$ cat src/rtl/mem_arb_pkg.sv
// Shared types and default widths for the instruction/data memory arbiter.
package mem_arb_pkg;

    localparam int unsigned ARB_ADDR_W = 32;
    localparam int unsigned ARB_DATA_W = 32;

    typedef enum logic [1:0] {
        ARB_IDLE  = 2'd0,
        ARB_DATA  = 2'd1,
        ARB_FETCH = 2'd2
    } arb_state_t;

endpackage

$ cat src/rtl/ifetch_buf.sv
// One-entry instruction buffer: remembers the last fetched PC and its word,
// and flags a hit when the current fetch address matches.
module ifetch_buf
    import mem_arb_pkg::*;
#(
    parameter int ADDR_W = ARB_ADDR_W,
    parameter int DATA_W = ARB_DATA_W
) (
    input  logic              clk,
    input  logic              reset,
    input  logic              load,
    input  logic [ADDR_W-1:0] load_addr,
    input  logic [DATA_W-1:0] load_data,
    input  logic [ADDR_W-1:0] pc,
    output logic              ihit,
    output logic [DATA_W-1:0] data
);

    logic              ibuf_valid_r;
    logic [ADDR_W-1:0] ibuf_addr_r;
    logic [DATA_W-1:0] ibuf_data_r;

    // Buffer entry register, refilled only on a completed fetch
    always_ff @(posedge clk) begin
        if (!reset) begin
            ibuf_valid_r <= 1'b0;
            ibuf_addr_r  <= {ADDR_W{1'b0}};
            ibuf_data_r  <= {DATA_W{1'b0}};
        end else if (load) begin
            ibuf_valid_r <= 1'b1;
            ibuf_addr_r  <= load_addr;
            ibuf_data_r  <= load_data;
        end else begin
            ibuf_valid_r <= ibuf_valid_r;
            ibuf_addr_r  <= ibuf_addr_r;
            ibuf_data_r  <= ibuf_data_r;
        end
    end

    assign ihit = ibuf_valid_r & (ibuf_addr_r == pc);
    assign data = ibuf_data_r;

endmodule

$ cat src/rtl/mem_arbiter.sv
// Arbitrates one single-port memory between instruction fetch and data access,
// data first, and stalls the whole pipeline while either access is pending.
module mem_arbiter
    import mem_arb_pkg::*;
#(
    parameter int ADDR_W = ARB_ADDR_W,
    parameter int DATA_W = ARB_DATA_W
) (
    input  logic              clk,
    input  logic              reset,
    input  logic [ADDR_W-1:0] pcF,
    output logic [DATA_W-1:0] instrF,
    input  logic              memreadM,
    input  logic              memwriteM,
    input  logic [ADDR_W-1:0] aluoutM,
    input  logic [DATA_W-1:0] writedataM,
    output logic [DATA_W-1:0] readdataM,
    output logic              stall,
    output logic              mem_req,
    output logic              mem_we,
    output logic [ADDR_W-1:0] mem_addr,
    output logic [DATA_W-1:0] mem_wdata,
    input  logic              mem_ready,
    input  logic [DATA_W-1:0] mem_rdata
);

    arb_state_t        state_r, state_s;
    logic              mem_req_r, mem_req_s;
    logic              mem_we_r, mem_we_s;
    logic [ADDR_W-1:0] mem_addr_r, mem_addr_s;
    logic [DATA_W-1:0] mem_wdata_r, mem_wdata_s;
    logic              ddone_r, ddone_s;
    logic [DATA_W-1:0] dbuf_r, dbuf_s;
    logic              ibuf_load_s;
    logic              ihit_s;
    logic              dreq_s;
    logic              stall_s;

    // The request address register doubles as the buffer tag for the fill
    ifetch_buf #(
        .ADDR_W (ADDR_W),
        .DATA_W (DATA_W)
    ) u_ifetch_buf (
        .clk       (clk),
        .reset     (reset),
        .load      (ibuf_load_s),
        .load_addr (mem_addr_r),
        .load_data (mem_rdata),
        .pc        (pcF),
        .ihit      (ihit_s),
        .data      (instrF)
    );

    assign dreq_s  = memreadM | memwriteM;
    assign stall_s = (dreq_s & ~ddone_r) | ~ihit_s;

    // Next-state, request-register and completion-flag decode
    always_comb begin
        state_s     = state_r;
        mem_req_s   = mem_req_r;
        mem_we_s    = mem_we_r;
        mem_addr_s  = mem_addr_r;
        mem_wdata_s = mem_wdata_r;
        dbuf_s      = dbuf_r;
        ibuf_load_s = 1'b0;
        ddone_s     = stall_s ? ddone_r : 1'b0;

        case (state_r)
            ARB_IDLE: begin
                if (dreq_s && !ddone_r) begin
                    state_s     = ARB_DATA;
                    mem_req_s   = 1'b1;
                    mem_we_s    = memwriteM;
                    mem_addr_s  = aluoutM;
                    mem_wdata_s = writedataM;
                end else if (!ihit_s) begin
                    state_s    = ARB_FETCH;
                    mem_req_s  = 1'b1;
                    mem_we_s   = 1'b0;
                    mem_addr_s = pcF;
                end else begin
                    state_s = ARB_IDLE;
                end
            end
            ARB_DATA: begin
                if (mem_ready) begin
                    state_s   = ARB_IDLE;
                    mem_req_s = 1'b0;
                    mem_we_s  = 1'b0;
                    ddone_s   = 1'b1;
                    if (!mem_we_r) begin
                        dbuf_s = mem_rdata;
                    end else begin
                        dbuf_s = dbuf_r;
                    end
                end else begin
                    state_s = ARB_DATA;
                end
            end
            ARB_FETCH: begin
                if (mem_ready) begin
                    state_s     = ARB_IDLE;
                    mem_req_s   = 1'b0;
                    mem_we_s    = 1'b0;
                    ibuf_load_s = 1'b1;
                end else begin
                    state_s = ARB_FETCH;
                end
            end
            default: begin
                state_s   = ARB_IDLE;
                mem_req_s = 1'b0;
                mem_we_s  = 1'b0;
            end
        endcase
    end

    // State, memory-request and data-return registers
    always_ff @(posedge clk) begin
        if (!reset) begin
            state_r     <= ARB_IDLE;
            mem_req_r   <= 1'b0;
            mem_we_r    <= 1'b0;
            mem_addr_r  <= {ADDR_W{1'b0}};
            mem_wdata_r <= {DATA_W{1'b0}};
            ddone_r     <= 1'b0;
            dbuf_r      <= {DATA_W{1'b0}};
        end else begin
            state_r     <= state_s;
            mem_req_r   <= mem_req_s;
            mem_we_r    <= mem_we_s;
            mem_addr_r  <= mem_addr_s;
            mem_wdata_r <= mem_wdata_s;
            ddone_r     <= ddone_s;
            dbuf_r      <= dbuf_s;
        end
    end

    assign stall     = stall_s;
    assign readdataM = dbuf_r;
    assign mem_req   = mem_req_r;
    assign mem_we    = mem_we_r;
    assign mem_addr  = mem_addr_r;
    assign mem_wdata = mem_wdata_r;

endmodule

$ cat config.mk
export PLATFORM = sky130hd
export DESIGN_NAME = mem_arbiter
export DESIGN_NICKNAME = d
export VERILOG_FILES = /design/src/rtl/mem_arb_pkg.sv /design/src/rtl/ifetch_buf.sv /design/src/rtl/mem_arbiter.sv
export SDC_FILE = /design/constraint.sdc
export NUM_CORES = 1
export LEC_CHECK = 0
export ABC_AREA = 1
export BUFFER_PORTS_ARGS = -buffer_cell sky130_fd_sc_hd__clkbuf_2
export CELL_PAD_IN_SITES_DETAIL_PLACEMENT = 0
export CELL_PAD_IN_SITES_GLOBAL_PLACEMENT = 1
export CORE_MARGIN = 4
export CORE_UTILIZATION = 36
export CTS_CLUSTER_SIZE = 16
export DETAILED_ROUTE_END_ITERATION = 8
export PLACE_DENSITY_LB_ADDON = 0.08
export SLEW_MARGIN = 5
export SYNTH_ARGS = -nofsm -noshare
export SYNTH_HDL_FRONTEND = slang
export SYNTH_SLANG_ARGS = --single-unit
$ cat constraint.sdc
create_clock -name clk -period 4.19 [get_ports clk]
set_input_delay 0 -clock clk [delete_from_list [all_inputs] [get_ports clk]]
set_output_delay 0 -clock clk [all_outputs]
set_load 0.005 [all_outputs]
Word level (Yosys, flattened, before mapping)
Index checks and enable logic that the tools add are counted.
{ "word_totals": {"elab_cells": 50, "input_bits": 133, "out_inout_bits": 131, "register_bits": 166} }
{ "op_classes": {"n_eq_ne": 6, "n_mux": 19, "n_reduce_logical": 8, "bitwise": 7} }
{ "op_table": {"columns": ["operator", "count"], "rows": [
  ["two-way mux 32 bit", 2],
  ["equality test 32 bit", 1],
  ["two-way mux 1 bit", 11],
  ["two-way mux 2 bit", 3],
  ["case mux 2 bit (3 select lines)", 1],
  ["AND reduction 2 bit", 3],
  ["!= test 2 x 1 -> 1 bit (second input constant)", 2],
  ["case mux 1 bit (2 select lines)", 2],
  ["!= test 3 bit (second input constant)", 1],
  ["NOT 1 bit", 3],
  ["AND reduction 3 bit", 1],
  ["bitwise AND 1 bit", 2],
  ["equality test 2 x 1 -> 1 bit (second input constant)", 1],
  ["equality test 2 bit (second input constant)", 1],
  ["zero test 2 bit", 1],
  ["bitwise OR 1 bit", 2],
  ["OR reduction 2 bit", 1],
  ["logical AND 1 bit", 1],
  ["zero test 1 bit", 1]
]} }

Longest topological paths before layout
Gate-level depths: netlist of run 1.
{ "depth": {"ltp_word": 7, "mapped_depth": 14, "mapped_depth_nobuf": 13} }

Hierarchy
Synthesis of run 1 repeated with hierarchy kept, for this count alone.
{ "hier_totals": {"cells_unflattened": 966, "area_unflattened_um2": 6980.4} }
{ "modules_own_cells": {"columns": ["module", "seq_area_each_um2", "area_per_inst_um2", "n_inst", "cells_per_inst"], "rows": [
  ["mem_arbiter", 2021.9, 4131.5, 1, 568],
  ["ifetch_buf", 1301.2, 2849.0, 1, 398]
]} }

Worst setup path before layout of run 1
Ideal clock, no wire load.
{ "synth_timing": {"kind": "register -> register", "start": "reg state_r[0]", "end": "reg u_ifetch_buf.ibuf_addr_r[11]", "slack_ns": 2.693, "setup_ns": 0.128, "required_time_ns": 4.062, "arrival_time_ns": 1.368, "stages_incl_launch_ff": 7, "path_buffers": 2, "synth_period_minus_slack_ns": 1.497, "path_cell_list": "dfxtp_1 -> inv_1 -> ha_1 -> nand2_1 -> clkbuf_1 -> clkbuf_1 -> a21oi_1"} }
{ "synth_via": {"elab_chain_cells": 2} }
{ "synth_lines": {"columns": ["element", "line", "text"], "rows": [
  ["start, declared", "mem_arbiter.sv:27", "arb_state_t state_r, state_s;"],
  ["start signal, assigned", "mem_arbiter.sv:129", "state_r <= state_s;"],
  ["equality test 2 bit", "mem_arbiter.sv:68", "case (state_r)"],
  ["two-way mux 1 bit", "mem_arbiter.sv:68", null],
  ["end signal, assigned", "ifetch_buf.sv:27", "ibuf_addr_r <= {ADDR_W{1'b0}};"],
  ["end signal, assigned", "ifetch_buf.sv:31", "ibuf_addr_r <= load_addr;"],
  ["end signal, assigned", "ifetch_buf.sv:35", "ibuf_addr_r <= ibuf_addr_r;"],
  ["end, declared", "ifetch_buf.sv:20", "logic [ADDR_W-1:0] ibuf_addr_r;"]
]} }
Every way passes these cells.
A chain may end at the register's enable or synchronous reset.

Final worst setup path of run 1
{ "layout_timing": {"start": "reg u_ifetch_buf.ibuf_addr_r[8]", "end": "reg mem_addr_r[6] (netlist: mem_addr[6])"} }
{ "layout_via": {"elab_chain_cells": 4} }
{ "layout_lines": {"columns": ["element", "line", "text"], "rows": [
  ["equality test 32 bit", "ifetch_buf.sv:40", "assign ihit = ibuf_valid_r & (ibuf_addr_r == pc);"],
  ["bitwise AND 1 bit", "ifetch_buf.sv:40", null],
  ["!= test 2 x 1 -> 1 bit (no source line)", null, null],
  ["AND reduction 2 bit (no source line)", null, null],
  ["end signal, assigned", "mem_arbiter.sv:124", "mem_addr_r <= {ADDR_W{1'b0}};"],
  ["end signal, assigned", "mem_arbiter.sv:132", "mem_addr_r <= mem_addr_s;"],
  ["end, declared", "mem_arbiter.sv:30", "logic [ADDR_W-1:0] mem_addr_r, mem_addr_s;"]
]} }
Every way passes these cells.

==> results of run 1 <==
-- stage by stage --
| stage | hold slack (ns) | setup WS, ns |
|---|---|---|
| 3_3_place_gp | 0.2332 | 1.655 |
| 2_1_floorplan | 0.1349 | 2.693 |
| 5_1_grt | 0.03993 | 1.344 |
| 6_report | 0.02179 | 1.594 |
| 3_5_place_dp | 0.2363 | 1.614 |
| 4_1_cts | 0.007921 | 1.596 |
-- final timing paths --
kind / startpoint / to / cells after the start
worst max-delay path: u_ifetch_buf.ibuf_addr_r[8] / mem_addr[6] / 13
worst min-delay path: pcF[25] / mem_addr[25] / 5
worst max register to register: u_ifetch_buf.ibuf_addr_r[8] / mem_addr[6] / 13
worst min register to register: u_ifetch_buf.ibuf_addr_r[5] / u_ifetch_buf.ibuf_addr_r[5] / 2
-- worst max-delay path, stage by stage, from the launching register on --
cell and delay [ns]:
dfxtp_1 0.33, inv_1 0.05, nand2_1 0.11, nand2_1 0.08
nor2_1 0.10, nand2_1 0.06, nor2_1 0.13, nand2_1 0.11
nor2_4 0.13, nand3_2 0.09, nand2_2 0.54, inv_2 0.47
nor2_1 0.20, nor2_1 0.06
-- cell usage in the layout, fill, tap and decap left out, types with 2 or more instances in the layout --
| cell | instances |
|---|---|
| xnor2_1 | 6 |
| ha_1 | 4 |
| dfxtp_1 | 166 |
| o2111ai_1 | 3 |
| nor2_4 | 2 |
| o21ai_0 | 138 |
| nand3_1 | 10 |
| clkbuf_16 | 17 |
| dlygate4sd3_1 | 104 |
| nor4_1 | 3 |
| clkinv_2 | 2 |
| inv_2 | 3 |
| inv_8 | 2 |
| nand2_2 | 2 |
| inv_1 | 60 |
| or2_2 | 2 |
| a21oi_1 | 62 |
| nand2_1 | 196 |
| o21ai_1 | 20 |
| buf_4 | 10 |
| nor3_1 | 2 |
| clkinv_1 | 2 |
| nand4_1 | 9 |
| clkbuf_2 | 262 |
| nor2_1 | 229 |
| inv_6 | 7 |
| bufinv_16 | 2 |
-- logic make-up after synthesis --
group | synth area share (%)
buffers and inverters | 7.047
AO/OA/AOI/OAI | 16.49
flip-flops | 48.62
adder cells (fa/ha/maj) | 0.7322
AND/OR/NAND/NOR | 26.34
XOR/XNOR | 0.7688
-- what timing repair did --
action                                 CTS  global route
setup endpoints to repair                0             0
buffers inserted                         0             0
hold buffers                           104             0
endpoints found under the hold margin  132             0
-- routing by layer --
metal  GRT usage [%]  vias up
met3           5.979       35
met2           36.82      184
met1           25.84     3230
met5               0        -
met4           7.123        0
li1                -     3797
-- cell usage after synthesis, types with 3 or more instances --
master	count
a21oi_1	62
buf_2	4
buf_6	3
clkbuf_1	43
dfxtp_1	166
ha_1	4
inv_1	60
inv_2	3
nand2_1	197
nand3_1	10
nand4_1	9
nor2_1	230
nor4_1	3
o2111ai_1	3
o21ai_0	138
o21ai_1	20
xnor2_1	6
-- power by group through the flow --
stage / clock network, mW / registers, mW / logic [mW]
5_1_grt: 1.70 / 1.86 / 0.959
3_5_place_dp: 0 / 1.88 / 0.770
6_report: 1.60 / 1.84 / 0.844
2_1_floorplan: 0 / 1.87 / 0.428
3_3_place_gp: 0 / 1.87 / 0.771
4_1_cts: 1.64 / 1.84 / 0.854
-- registers in the layout (all words and copies together) (netlist names) --
signal,cells
mem_addr,32
mem_wdata,32
readdataM,32
u_ifetch_buf.data,32
u_ifetch_buf.ibuf_addr_r,32
state_r,2
ddone_r,1
mem_req,1
mem_we,1
u_ifetch_buf.ibuf_valid_r,1
-- cell type report --
type	count	area share, %
sequential	166	33.50
multi-input combinational	692	30.65
timing repair buffer	376	24.47
clock buffer	18	4.326
tap	234	2.951
inverter	65	2.459
clock inverter	14	1.627
antenna	1	0.02522
==> impl_metrics.tcl, run 1 <==
set metrics [dict create \
    h-tree-depth 4 \
    ys_ff_latch 166 \
    stdcell_area_sq_um 9921 \
    cp-end-kind "register" \
    overflow 0 \
    p_leak_nw 4.784 \
    start_kind "register" \
    wl_met3_um 1456 \
    power_frac_clock_pct 37.4 \
    synth_top_area_cell "dfxtp_1" \
    place_inst 1429 \
    cts_max_path_buffers 2 \
    ff_latch_area_sq_um 3323 \
    total_power_mw 4.290 \
    grt_pass1_wl_um 37200 \
    nets 1455 \
    portBuffers 263 \
    multiInputGateArea_sq_um 3040 \
    start_util_pct 36.54 \
    antenna_found_initial 1 \
    rsz0062_at_grt "no" \
    drtAntennaViolNets 0 \
    post-route-drc-count 0 \
    switching_share_pct 30.06 \
    avgRoutedWirePerCell_um 14.75 \
    p_comb_share_pct 19.7 \
    outcome "finished, final reports clean" \
    max_cap_viol_count 0 \
    ir_worst_vdd_uv 279.7 \
    drive_gt1_share_pct 23.67 \
    met2_length_um 11130 \
    clkSlewWorstSetupHoldPaths_ns 0.07 \
    maxSlewViolCount 0 \
    fin_cells 1566 \
    cp_data_arrival_time_ns 2.91 \
    power_density_nw_per_um2 432.4 \
    routed.top_layer "met4" \
    ys_types 28 \
    syn_to_final_growth_pct 45.14 \
    die_w_um 145.8 \
    coreArea_sq_um 18710 \
    tightest_slew_ns 1.094 \
    finalCritPeriodShare_pct 61.96 \
    synth_warnings 0 \
    finalSetupViolCount 0 \
    synth_cells 977 \
    cts_root_buf "clkbuf_16" \
    gr-usage-all-layers_pct 21.41 \
    dieArea_sq_um 21260 \
    worstSetupPathType "register to register" \
    finalWirelength_um 23090 \
    cts_buffers 17 \
    async_flop_share_pct 0 \
    cts_tree "yes" \
    clkLatencyLatePin_ns 0.43 \
    syn_avg_cell_area_sq_um 6.996 \
    synth.top_cell.area_share_pct 48.62 \
    cts.repair.resized 0 \
    die_h_um 145.8 \
    n_fill_cell 1895 \
    hold_viol 0 \
    period_minus_slack_ns 2.596 \
    synth_area_sq_um 6835 \
    ioPinCount 264 \
    switchingPower_mw 1.290 \
    post-route-util_pct 53.04 \
    hpwl_um 16010 \
    crit_fanout 33 \
    synth_ff_type "dfxtp_1" \
    crit_required_ns 4.51 \
    final.setup_skew_ns 0.01322 \
    tns_ns 0 \
    p_int_mw 3.000 \
    viasPerCell 4.627 \
    place.gp.congestion 0.8373 \
    wl_met1_um 10000 \
    drt_iter0_markers 253 \
    grt_max_degree 76 \
    dr_total_vias 7246 \
    hp-class "input port to register" \
    firstDrtPassIters 4 \
    synth_edf_count 0 \
    pwr-share-seq_pct 42.9 \
    rows 50 \
    r2r_slack_ns 1.59 \
    ys_seq_area_share_pct 48.62 \
    syn_nets 1114 \
    clock.fmax_ghz 0.3852 \
    grt_pass1_vias 7174 \
    place_area_sq_um 8287 \
    clock-sinks 166 \
    slew-limit-headroom_pct 27.02 \
    synth_area_leaders "dfxtp_1 49%, nor2_1 13%, nand2_1 11%" \
]
No activity file was read; power rests on OpenSTA's default activity.
==> inputs of run 2 (changes only) <==
CORE_UTILIZATION = 33   (was 36)
clock period = 2.4 ns   (was 4.19 ns; I/O delays follow)
==> impl_metrics.tcl, run 2 (synthesized netlist as in run 1, its figures left out) <==
set metrics [dict create \
    grt.busiest_layer "met2" \
    drt_iter0_markers 353 \
    ir_worst_vdd_uv 465.5 \
    slowest_delay_ns 0.55 \
    coreArea_sq_um 20300 \
    cts_root_buf "clkbuf_16" \
    portBuffers 263 \
    worstSetupPathDepth 10 \
    cp-end-kind "register" \
    ioPinCount 264 \
    hold_viol 0 \
    grt_use_met1_pct 25.38 \
    worstHoldStart "aluoutM[7]" \
    cts.repair.resized 0 \
    cp_data_arrival_time_ns 2.43 \
    maxSlewViolCount 0 \
    outcome "finished, final reports clean" \
    clock.fmax_ghz 0.4719 \
    r2r-start "state_r[1]" \
    cts_max_path_buffers 2 \
    cp-startpoint "state_r[1]" \
    grt_util_met2_pct 33.30 \
    nets 1465 \
    cp_top_family "buffers and inverters" \
    crit_required_ns 2.71 \
    final_common_cell "clkbuf_2" \
    die_w_um 151.9 \
    clock-sinks 166 \
    final.setup_skew_ns 0.01143 \
    overflow 0 \
    cp_cell_sequence "inv_1 -> ha_1 -> nand2_1 -> nor2_2 -> buf_4 -> inv_1 -> buf_4 -> nor2_1 -> nor2_1 -> dlygate4sd3_1" \
    cts_tree "yes" \
    drive_gt1_share_pct 24.03 \
    final_cell_mix "262 x clkbuf_2, 229 x nor2_1, 196 x nand2_1, 166 x dfxtp_1, 138 x o21ai_0" \
    endpoint "readdataM[5]" \
    p_leak_nw 4.828 \
    cp_slowest_cell "dlygate4sd3_1" \
    r2r_cells 10 \
    drtAntennaViolNets 0 \
    rsz0062_at_grt "no" \
    rows 52 \
    place.gp.congestion 0.8168 \
    start_util_pct 33.67 \
    grt_pass1_vias 7300 \
    clkSlewWorstSetupHoldPaths_ns 0.07 \
    h-tree-depth 4 \
    tns_ns 0 \
    post-route-util_pct 49.43 \
    finalSetupViolCount 0 \
    syn_to_final_growth_pct 46.79 \
    period_minus_slack_ns 2.119 \
    dieArea_sq_um 23080 \
    r2r_slack_ns 0.28 \
    avgRoutedWirePerCell_um 14.54 \
    crit_fanout 17 \
    worstSetupPathType "register to register" \
    n_fill_cell 2111 \
    gr-usage-all-layers_pct 20.17 \
    power_density_nw_per_um2 726.5 \
    grt_max_degree 90 \
    tightest_slew_ns 0.8936 \
    cp_num_buf_inv 5 \
    dr_total_vias 7304 \
    viasPerCell 4.534 \
    ff_latch_area_sq_um 3323 \
    firstDrtPassIters 5 \
    antenna_found_initial 1 \
    r2r-end "readdataM[5]" \
    hp-class "input port to register" \
    slew-limit-headroom_pct 40.36 \
    finalCritPeriodShare_pct 88.30 \
    cts_buffers 17 \
    finalWirelength_um 23430 \
    start_kind "register" \
    die_h_um 151.9 \
    multiInputGateArea_sq_um 3040 \
    max_cap_viol_count 0 \
    grt_util_met3_pct 6.797 \
    post-route-drc-count 0 \
    grt_pass1_wl_um 38320 \
    hpwl_um 16440 \
    clkLatencyLatePin_ns 0.42 \
]
## run 2: cell count changes in the layout (fill, tap and decap cells not counted)
cell | before | now
inv_6 | 7 | 3
clkinv_4 | 0 | 3
dlygate4sd3_1 | 104 | 107
bufinv_16 | 2 | 0
clkbuf_1 | 1 | 0
clkinvlp_4 | 1 | 2
clkinv_2 | 2 | 4
inv_8 | 2 | 1
buf_12 | 0 | 3
buf_4 | 10 | 14
clkbuf_8 | 0 | 1
## run 2: what timing repair did
action | CTS | global route
endpoints found under the hold margin | 135 | 0
hold buffers | 107 | 0
buffers inserted | 0 | 0
setup endpoints to repair | 0 | 0
## run 2: metal layers
metal	wire, um	vias up
met2	11130	201
met3	1530	20
met5	0	-
met1	10450	3259
li1	-	3824
met4	316	0
## run 2: how the worst min path moves through the flow
stage / to / slack [ns] / depth (start not counted)
3_5_place_dp: mem_wdata[25] / 0.24 / 3
2_1_floorplan: readdataM[0] / 0.13 / 2
4_1_cts: mem_addr[7] / 0.00002 / 5
5_1_grt: mem_addr[26] / 0.04 / 5
6_report: mem_addr[7] / 0.02 / 5
3_3_place_gp: mem_wdata[25] / 0.23 / 3
## run 2: layout make-up
cell class / count / share of cell area [%]
Clock inverter: 13 / 0.9852
Inverter: 65 / 2.432
Timing Repair Buffer: 386 / 25.39
Antenna cell: 1 / 0.02494
Clock buffer: 18 / 4.377
Sequential cell: 166 / 33.12
Multi-Input combinational cell: 692 / 30.30
Tap cell: 270 / 3.367
## run 2: power breakdown
| part | internal (mW) | switching (mW) |
|---|---|---|
| Combinational | 0.666 | 0.863 |
| Clock | 1.36 | 1.19 |
| Sequential | 3.04 | 0.170 |
| Total | 5.07 | 2.22 |
## run 2: worst register-to-register path, stage by stage, from the launching register on
cell           delay [ns]
dfxtp_1              0.33
inv_1                0.08
ha_1                 0.16
nand2_1              0.09
nor2_2               0.12
buf_4                0.23
inv_1                0.08
buf_4                0.21
nor2_1               0.11
nor2_1               0.05
dlygate4sd3_1        0.55
## run 2: through the flow
stage               instances  area [sq um]  hold slack (ns)  setup WS, ns  power, mW
floorplan                 977          6835           0.1349        0.9033      4.015
finish                   1611         10030          0.01676        0.2808      7.289
global placement         1472          8422           0.2337        0.3792      4.671
CTS                      1610         10030       0.00001901        0.2464      7.396
detailed placement       1472          8422           0.2358        0.3351      4.669
global route             1611         10030          0.04361       0.08595      7.724
